<file path="config.mk">
export PLATFORM = sky130hd
export DESIGN_NAME = multi_cycle_ctrl
export DESIGN_NICKNAME = d
export VERILOG_FILES = /design/src/rtl/cpu_ctrl_pkg.sv /design/src/rtl/multi_cycle_ctrl.sv
export SDC_FILE = /design/constraint.sdc
export NUM_CORES = 1
export LEC_CHECK = 0
export BUFFER_PORTS_ARGS = -buffer_cell sky130_fd_sc_hd__buf_4
export CAP_MARGIN = 20
export CORE_UTILIZATION = 30
export DETAILED_ROUTE_END_ITERATION = 10
export HOLD_SLACK_MARGIN = 0.15
export PLACE_DENSITY = 0.5
export SLEW_MARGIN = 20
export SYNTH_ARGS = -nofsm -noshare
export SYNTH_HDL_FRONTEND = slang
export SYNTH_SLANG_ARGS = --single-unit
</file>
<file path="constraint.sdc">
create_clock -name clk_i -period 4.4 [get_ports clk_i]
set_clock_uncertainty 0.05 [all_clocks]
set_input_delay 0.22 -clock clk_i [delete_from_list [all_inputs] [get_ports clk_i]]
set_output_delay 0.22 -clock clk_i [all_outputs]
set_load 0.02 [all_outputs]
</file>
<file path="src/rtl/cpu_ctrl_pkg.sv">
// rtl/cpu_ctrl_pkg.sv - shared encodings for the multi-cycle CPU control FSM
package cpu_ctrl_pkg;

    typedef enum logic [2:0] {
        S_FETCH  = 3'd0,
        S_DECODE = 3'd1,
        S_EXEC   = 3'd2,
        S_MEM    = 3'd3,
        S_WB     = 3'd4
    } state_t;

    localparam logic [5:0] OP_R     = 6'd0;
    localparam logic [5:0] OP_BLTZ  = 6'd1;
    localparam logic [5:0] OP_J     = 6'd2;
    localparam logic [5:0] OP_JAL   = 6'd3;
    localparam logic [5:0] OP_BEQ   = 6'd4;
    localparam logic [5:0] OP_BNE   = 6'd5;
    localparam logic [5:0] OP_BLE   = 6'd6;
    localparam logic [5:0] OP_ADDI  = 6'd8;
    localparam logic [5:0] OP_SLTIU = 6'd9;
    localparam logic [5:0] OP_ORI   = 6'd13;
    localparam logic [5:0] OP_LI    = 6'd15;
    localparam logic [5:0] OP_LW    = 6'd35;
    localparam logic [5:0] OP_SW    = 6'd43;

    localparam logic [2:0] ALU_ADDI  = 3'd3;
    localparam logic [2:0] ALU_SLTIU = 3'd4;
    localparam logic [2:0] ALU_ORI   = 3'd7;

    localparam logic [1:0] BT_ZERO    = 2'd0;
    localparam logic [1:0] BT_NZERO   = 2'd1;
    localparam logic [1:0] BT_NEG_ZER = 2'd2;
    localparam logic [1:0] BT_NEG     = 2'd3;

    localparam logic [1:0] DST_RT  = 2'd0;
    localparam logic [1:0] DST_RD  = 2'd1;
    localparam logic [1:0] DST_R31 = 2'd2;

    localparam logic [1:0] WB_ALU = 2'd0;
    localparam logic [1:0] WB_MEM = 2'd1;
    localparam logic [1:0] WB_IMM = 2'd2;
    localparam logic [1:0] WB_PC  = 2'd3;

    localparam logic       SRCA_PC = 1'b0;
    localparam logic       SRCA_RS = 1'b1;

    localparam logic [1:0] SRCB_RT      = 2'd0;
    localparam logic [1:0] SRCB_FOUR    = 2'd1;
    localparam logic [1:0] SRCB_IMM     = 2'd2;
    localparam logic [1:0] SRCB_IMM_SH2 = 2'd3;

    localparam logic [1:0] PCSRC_ALU    = 2'd0;
    localparam logic [1:0] PCSRC_ALUOUT = 2'd1;
    localparam logic [1:0] PCSRC_JUMP   = 2'd2;

    // Opcodes that need an EXEC cycle after DECODE.
    function automatic logic needs_exec(input logic [5:0] op);
        case (op)
            OP_R, OP_BLTZ, OP_BEQ, OP_BNE, OP_BLE,
            OP_ADDI, OP_SLTIU, OP_ORI, OP_LW, OP_SW: needs_exec = 1'b1;
            default:                                  needs_exec = 1'b0;
        endcase
    endfunction

endpackage

</file>
<file path="src/rtl/multi_cycle_ctrl.sv">
// rtl/multi_cycle_ctrl.sv - multi-cycle CPU control FSM (fetch/decode/exec/mem/wb)
module multi_cycle_ctrl
    import cpu_ctrl_pkg::*;
#(
    parameter logic [2:0] ADD_OP = 3'd3,
    parameter logic [2:0] R_OP   = 3'd2,
    parameter logic [2:0] BR_OP  = 3'd1
) (
    input  logic       clk_i,
    input  logic       rst_i,
    input  logic [5:0] instr_op_i,
    input  logic       mem_ready_i,
    output logic       pc_write_o,
    output logic       ir_write_o,
    output logic       iord_o,
    output logic       mem_read_o,
    output logic       mem_write_o,
    output logic       reg_write_o,
    output logic [1:0] reg_dst_o,
    output logic [1:0] mem_to_reg_o,
    output logic       alu_src_a_o,
    output logic [1:0] alu_src_b_o,
    output logic [2:0] alu_op_o,
    output logic [1:0] pc_src_o,
    output logic       branch_o,
    output logic [1:0] branch_type_o,
    output logic [2:0] state_o,
    output logic       done_o,
    output logic       illegal_o
);

    state_t     state_q;
    state_t     state_d;
    logic [5:0] op_q;

    always_ff @(posedge clk_i or negedge rst_i) begin
        if (!rst_i) begin
            state_q <= S_FETCH;
            op_q    <= '0;
        end else begin
            state_q <= state_d;
            if (state_q == S_DECODE) begin
                op_q <= instr_op_i;
            end
        end
    end

    assign state_o = state_q;

    always_comb begin
        state_d       = state_q;
        pc_write_o    = 1'b0;
        ir_write_o    = 1'b0;
        iord_o        = 1'b0;
        mem_read_o    = 1'b0;
        mem_write_o   = 1'b0;
        reg_write_o   = 1'b0;
        reg_dst_o     = DST_RT;
        mem_to_reg_o  = WB_ALU;
        alu_src_a_o   = SRCA_PC;
        alu_src_b_o   = SRCB_RT;
        alu_op_o      = 3'd0;
        pc_src_o      = PCSRC_ALU;
        branch_o      = 1'b0;
        branch_type_o = BT_ZERO;
        done_o        = 1'b0;
        illegal_o     = 1'b0;

        case (state_q)
            S_FETCH: begin
                mem_read_o  = 1'b1;
                alu_src_b_o = SRCB_FOUR;
                alu_op_o    = ADD_OP;
                if (mem_ready_i) begin
                    ir_write_o = 1'b1;
                    pc_write_o = 1'b1;
                    state_d    = S_DECODE;
                end
            end

            S_DECODE: begin
                alu_src_b_o = SRCB_IMM_SH2;
                alu_op_o    = ADD_OP;
                // The opcode register is only loaded at the end of this cycle,
                // so decode looks straight at the freshly loaded IR field.
                case (instr_op_i)
                    OP_J, OP_JAL: begin
                        pc_write_o = 1'b1;
                        pc_src_o   = PCSRC_JUMP;
                        done_o     = 1'b1;
                        state_d    = S_FETCH;
                        if (instr_op_i == OP_JAL) begin
                            reg_write_o  = 1'b1;
                            reg_dst_o    = DST_R31;
                            mem_to_reg_o = WB_PC;
                        end
                    end
                    OP_LI: begin
                        reg_write_o  = 1'b1;
                        reg_dst_o    = DST_RT;
                        mem_to_reg_o = WB_IMM;
                        done_o       = 1'b1;
                        state_d      = S_FETCH;
                    end
                    default: begin
                        if (needs_exec(instr_op_i)) begin
                            state_d = S_EXEC;
                        end else begin
                            illegal_o = 1'b1;
                            done_o    = 1'b1;
                            state_d   = S_FETCH;
                        end
                    end
                endcase
            end

            S_EXEC: begin
                alu_src_a_o = SRCA_RS;
                case (op_q)
                    OP_R: begin
                        alu_src_b_o = SRCB_RT;
                        alu_op_o    = R_OP;
                        state_d     = S_WB;
                    end
                    OP_ADDI, OP_SLTIU, OP_ORI: begin
                        alu_src_b_o = SRCB_IMM;
                        alu_op_o    = (op_q == OP_ADDI)  ? ALU_ADDI  :
                                      (op_q == OP_SLTIU) ? ALU_SLTIU : ALU_ORI;
                        state_d     = S_WB;
                    end
                    OP_LW, OP_SW: begin
                        alu_src_b_o = SRCB_IMM;
                        alu_op_o    = ADD_OP;
                        state_d     = S_MEM;
                    end
                    OP_BEQ, OP_BNE, OP_BLE, OP_BLTZ: begin
                        alu_src_b_o   = SRCB_RT;
                        alu_op_o      = BR_OP;
                        branch_o      = 1'b1;
                        pc_src_o      = PCSRC_ALUOUT;
                        branch_type_o = (op_q == OP_BEQ) ? BT_ZERO    :
                                        (op_q == OP_BNE) ? BT_NZERO   :
                                        (op_q == OP_BLE) ? BT_NEG_ZER : BT_NEG;
                        done_o        = 1'b1;
                        state_d       = S_FETCH;
                    end
                    default: state_d = S_FETCH;
                endcase
            end

            S_MEM: begin
                iord_o = 1'b1;
                case (op_q)
                    OP_LW: begin
                        mem_read_o = 1'b1;
                        if (mem_ready_i) begin
                            state_d = S_WB;
                        end
                    end
                    OP_SW: begin
                        mem_write_o = 1'b1;
                        if (mem_ready_i) begin
                            done_o  = 1'b1;
                            state_d = S_FETCH;
                        end
                    end
                    default: state_d = S_FETCH;
                endcase
            end

            S_WB: begin
                reg_write_o = 1'b1;
                done_o      = 1'b1;
                state_d     = S_FETCH;
                if (op_q == OP_R) begin
                    reg_dst_o = DST_RD;
                end else if (op_q == OP_LW) begin
                    mem_to_reg_o = WB_MEM;
                end
            end

            default: state_d = S_FETCH;
        endcase
    end

endmodule
</file>
* Yosys cells after proc, flatten, opt, wreduce, memory -nomap -nowiden
Index checks and enable logic that the tools add are counted.
Storage, ports and cells: flip-flop bits (word level) 9, bits in latches 0, RAM bits 0, ROM bits 0, input bits 9, output and inout port bits 26, memories 0
Cells by class: $add $sub $neg 0, $mul 0, div/mod/pow operators 0, $lt $le $gt $ge 0, equal/unequal tests 28, shift operators 0, muxes and demuxes 55, bitwise logic cells 0, reductions and logical operators 13
Operators with widths (count):
- == test 6 x 4 -> 1 bit (second input constant) | 7
- == test 6 x 3 -> 1 bit (second input constant) | 6
- == test 6 bit (second input constant) | 4
- two-way mux 1 bit | 24
- two-way mux 2 bit | 12
- case mux 3 bit (4 select lines) | 2
- case mux 3 bit (2 select lines) | 3
- case mux 2 bit (2 select lines) | 4
- == test 6 x 1 -> 1 bit (second input constant) | 2
- == test 6 x 2 -> 1 bit (second input constant) | 2
- logical NOT 6 bit | 2
- two-way mux 3 bit | 4
- OR reduction 10 bit | 1
- case mux 1 bit (2 select lines) | 4
- OR reduction 4 bit | 2
- == test 3 x 2 -> 1 bit (second input constant) | 2
- != test 3 bit (second input constant) | 2
- case mux 2 bit (3 select lines) | 1
- OR reduction 2 bit | 3
- OR reduction 3 bit | 2
- OR reduction 5 bit | 1
- case mux 1 bit (4 select lines) | 1
- == test 3 x 1 -> 1 bit (second input constant) | 1
- == test 3 bit (second input constant) | 1
- 3 further kinds | 3

* Logic depth before layout (Yosys ltp)
depth after elaboration 8, gate-level depth with buffers 5, mapped depth without buffers 4

* Worst setup path before layout
No wires, ideal clock.
path kind reg-to-output, start reg state_q[2] (netlist: state_o[2]), end out done_o, arrival 1965 ps, data required time 4130 ps, path slack 2165 ps, cell stages (with the launch flop) 6, buffers on the path 1, path through dfrtp_1 > buf_6 > or4b_4 > or3_4 > a21oi_4 > a2111o_1
Between the ends: longest elaborated chain between the ends 2, elaborated cells on any way between the ends 5, those cells by class 4 x eq/ne; 1 x mux
RTL lines:
- start: declaration | line multi_cycle_ctrl.sv:32 | state_t state_q;
- start signal: assignment | line multi_cycle_ctrl.sv:41 | state_q <= state_d;
- == test 3 bit, or another cell as far along | line multi_cycle_ctrl.sv:69 | case (state_q)
- case mux 1 bit (4 select lines) * | line multi_cycle_ctrl.sv:69
- end: declaration | line multi_cycle_ctrl.sv:28 | output logic done_o,
Mark *: on every way between the ends. The rest lies on a longest branch, timed or not.

* Worst setup path after layout
start in instr_op_i[3], end out done_o
Between the ends: longest elaborated chain between the ends 8, elaborated cells on any way between the ends 21, those cells by class 12 x eq/ne; 6 x mux; 3 x reduce/logical
RTL lines:
- start: declaration | line multi_cycle_ctrl.sv:11 | input logic [5:0] instr_op_i,
- == test 6 x 1 -> 1 bit, or another cell as far along | line cpu_ctrl_pkg.sv:58 | case (op)
- OR reduction 10 bit | line cpu_ctrl_pkg.sv:58
- two-way mux 1 bit | line cpu_ctrl_pkg.sv:58
- two-way mux 1 bit | line multi_cycle_ctrl.sv:86 | case (instr_op_i)
- two-way mux 1 bit | line multi_cycle_ctrl.sv:69
- two-way mux 1 bit | line multi_cycle_ctrl.sv:106 | if (needs_exec(instr_op_i)) begin
- two-way mux 1 bit * | line multi_cycle_ctrl.sv:86
- case mux 1 bit (4 select lines) * | line multi_cycle_ctrl.sv:69
Mark *: on every way between the ends. The rest lies on a longest branch, timed or not. The select of a mux whose other input is x is not followed.

==> results.tsv <==
metric	value	unit
xor and xnor fraction of the mapped netlist area	1.06	%
antenna viol nets, final	0	
Syn Nets	117	
Setup crit end kind	primary output	
status	complete, no violations	
simple-gate area share of the yosys netlist	43.4	%
commonest non-fill, non-tap cells in the layout	buf_4 (34), nand2_1 (22), nor2_1 (11), dfrtp_1 (9), dlygate4sd3_1 (6)	
Crit path required time	4.13	ns
DRC Markers	0	
Seq/Total Area, Yosys	27.1	%
Synth Area per Inst	7.68	um^2
Starting Density	32.6	%
asr flop ratio synth	100	%
slowest CP cell	dlygate4sd3_1	
switch share	38.7	%
Arr. time, crit path	2.31	ns
CP bufs+invs	3	
largest family of logic cells by synthesized area	simple AND/OR/NAND/NOR gates	
Syn Inst Count	108	
# clock sinks	9	
combinational share of power	37.5	%
Clock Path Buffers	2	
peak supply drop	0.161	mV
drt first pass iters	4	
Critical Path Fanout Max	4	
DIE AREA	0.00298	mm^2
vias	927	
post-layout minimum cycle time	2.58	ns
Yosys cell types	44	
# Post-CTS Setup Buffers	0	
Layout area overhead	40.3	%
H-tree lvl count	1	
HP Class	in2reg	
Clock Pin Slew Worst Setup and Hold Paths	0.06	ns
CTS tree	done	
CP most frequent cell	buf_4	
highest clock rate	0.387	GHz
post-DR vias/cell	5.36	
Int Power	0.182	mW
crit-path leading delay family	buffers and inverters	
n_diodes	0	
Tot Pwr	0.297	mW
power per cell area	255	mW/mm^2
Detailed Route WL	2360	um
Syn Std Cell Area	830	um^2
worst slew pin tran	0.460	ns
Hold Fails Final Rpt	0	
Final #Nets	153	
flop-to-flop setup slack	2.77	ns
leakage power	0.576	nW
CP max stage delay	0.54	ns
Avg WL per Cell	13.7	um
DIE WIDTH	54.6	um
compound-cell area share of the yosys netlist	19.6	%
period utilisation layout	58.7	%
RSZ-0062 raised after global routing	no	
root buffer cell	clkbuf_4	
EDFF count, synth	0	
Reg power frac	41.5	%
layout cells sized above 1	32.2	%
Detail Placement HPWL	1830	um
GRT Residual Overflow	0	
largest net degree at the start of global routing	15	
worst skew pair latency	0.25	ns
Ys Warns	0	
Top-Level Pins	35	
initial antenna violation count	0	
row cnt	18	
Slew headroom	69.2	%
number of global-route vias before repair	817	
IO buf count	34	
DRT iter0 DRCs	25	
Primary FF master, synth	dfrtp_1	
RR Startpoint	op_q[2]	
max cap viols	0	
Clock Power Share	20.9	%
height of the die	54.6	um
Crit. Startpoint	instr_op_i[3]	
Placer Congestion	0.764	
TritonCTS buffer count	3	
Critical Path Start Type	input port	
post-synthesis mux area share	2.41	%
Synth Register Bits	9	
hold_ws	0.178	ns
setup TNS	0	ns
CP Cell Sequence	dlygate4sd3_1, buf_4, or4b_1, a41oi_1, nor2_1, a2111o_1, buf_4	
CORE AREA	0.00254	mm^2
net switching power	0.115	mW
first-pass GRT wire length	3760	um
Slew Limit Fails	0	
Total Routing Usage GR	17.5	%
Setup Crit Path Kind	in2out	
Hold Path Origin	instr_op_i[2]	
Adder-Cell Fraction of Synth Area	0	%
commonest non-fill, non-tap cell in the layout	buf_4	
# setup viols final	0	
-- metrics by stage --
| stage | cell area, um^2 | util [%] | cells | setup WS (ns) |
|---|---|---|---|---|
| 2_1_floorplan | 830 | - | 108 | 2.17 |
| 3_3_place_gp | 1080 | 42.3 | 163 | 2.26 |
| 3_5_place_dp | 1080 | 42.3 | 163 | 2.24 |
| 4_1_cts | 1160 | 45.7 | 173 | 1.79 |
| 5_1_grt | 1160 | 45.7 | 173 | 1.73 |
| 6_report | 1160 | 45.7 | 173 | 1.82 |
-- worst reg2reg max path: stages, from the launching register on --
cell,delay (ns)
dfrtp_1,0.47
nand4b_1,0.32
nor3_1,0.37
nand3_1,0.12
a21oi_1,0.22
-- worst paths after layout --
check | to | cells after the start
worst max-delay path | done_o | 7
worst min-delay path | op_q[2] | 3
worst max register to register | state_o[2] | 4
worst min register to register | op_q[4] | 2
max in group asynchronous | op_q[3] | 2
min in group asynchronous | op_q[4] | 2
-- state kept, by name, summed over array words and instances, names as in the netlist --
register  count
op_q          6
state_o       3
-- power groups by stage --
stage / clock network, mW / registers [mW] / logic [mW]
floorplan: 0 / 0.102 / 0.0905
global placement: 0 / 0.124 / 0.108
detailed placement: 0 / 0.124 / 0.107
CTS: 0.0642 / 0.122 / 0.112
global route: 0.0719 / 0.127 / 0.122
finish: 0.0621 / 0.123 / 0.111
-- per-layer routing --
metal,vias to the layer above,part of all wire [%],track usage (%)
met5,-,0,0
met2,38,45,28.3
met4,0,0.80,6.84
met1,431,50,24.1
met3,2,4.0,0.833
li1,456,-,-
-- Yosys cell counts (2+ instances only) --
cell	number	area share, %
nor4b_1	2	2.1
and3_1	3	2.3
and2_1	2	1.5
clkbuf_1	7	3.2
a211oi_1	2	1.8
nand2b_1	4	3.0
a21o_1	4	3.6
inv_1	2	0.91
dfrtp_1	9	27
mux2i_1	2	2.4
nand4b_1	2	2.1
nand3_1	2	1.2
nor2_1	11	5.0
a21oi_1	3	1.8
or2_2	2	1.5
nand2_1	22	10
nor3_1	2	1.2
-- what timing repair did --
item,4_1_cts,5_1_grt
hold buffers,6,0
gates resized for setup,0,0
hold endpoints to repair,14,0
-- final cells by class --
cell class              instances  area (um^2)
clock buffers                   4         26.3
fillers                       253         1380
inverters                       2         7.51
multi-input cells              88          552
flip-flops and latches          9          225
well taps                      30         37.5
repair buffers                 40          315
-- kinds of logic (layout without fill, tap and decap cells) --
logic type / Yosys count / after routing
flops: 9 / 9
simple gates: 65 / 65
mux: 2 / 2
xor+xnor: 1 / 1
buf+inv: 11 / 46
compound gates: 20 / 20
No activity file was read; power rests on OpenSTA's default activity.
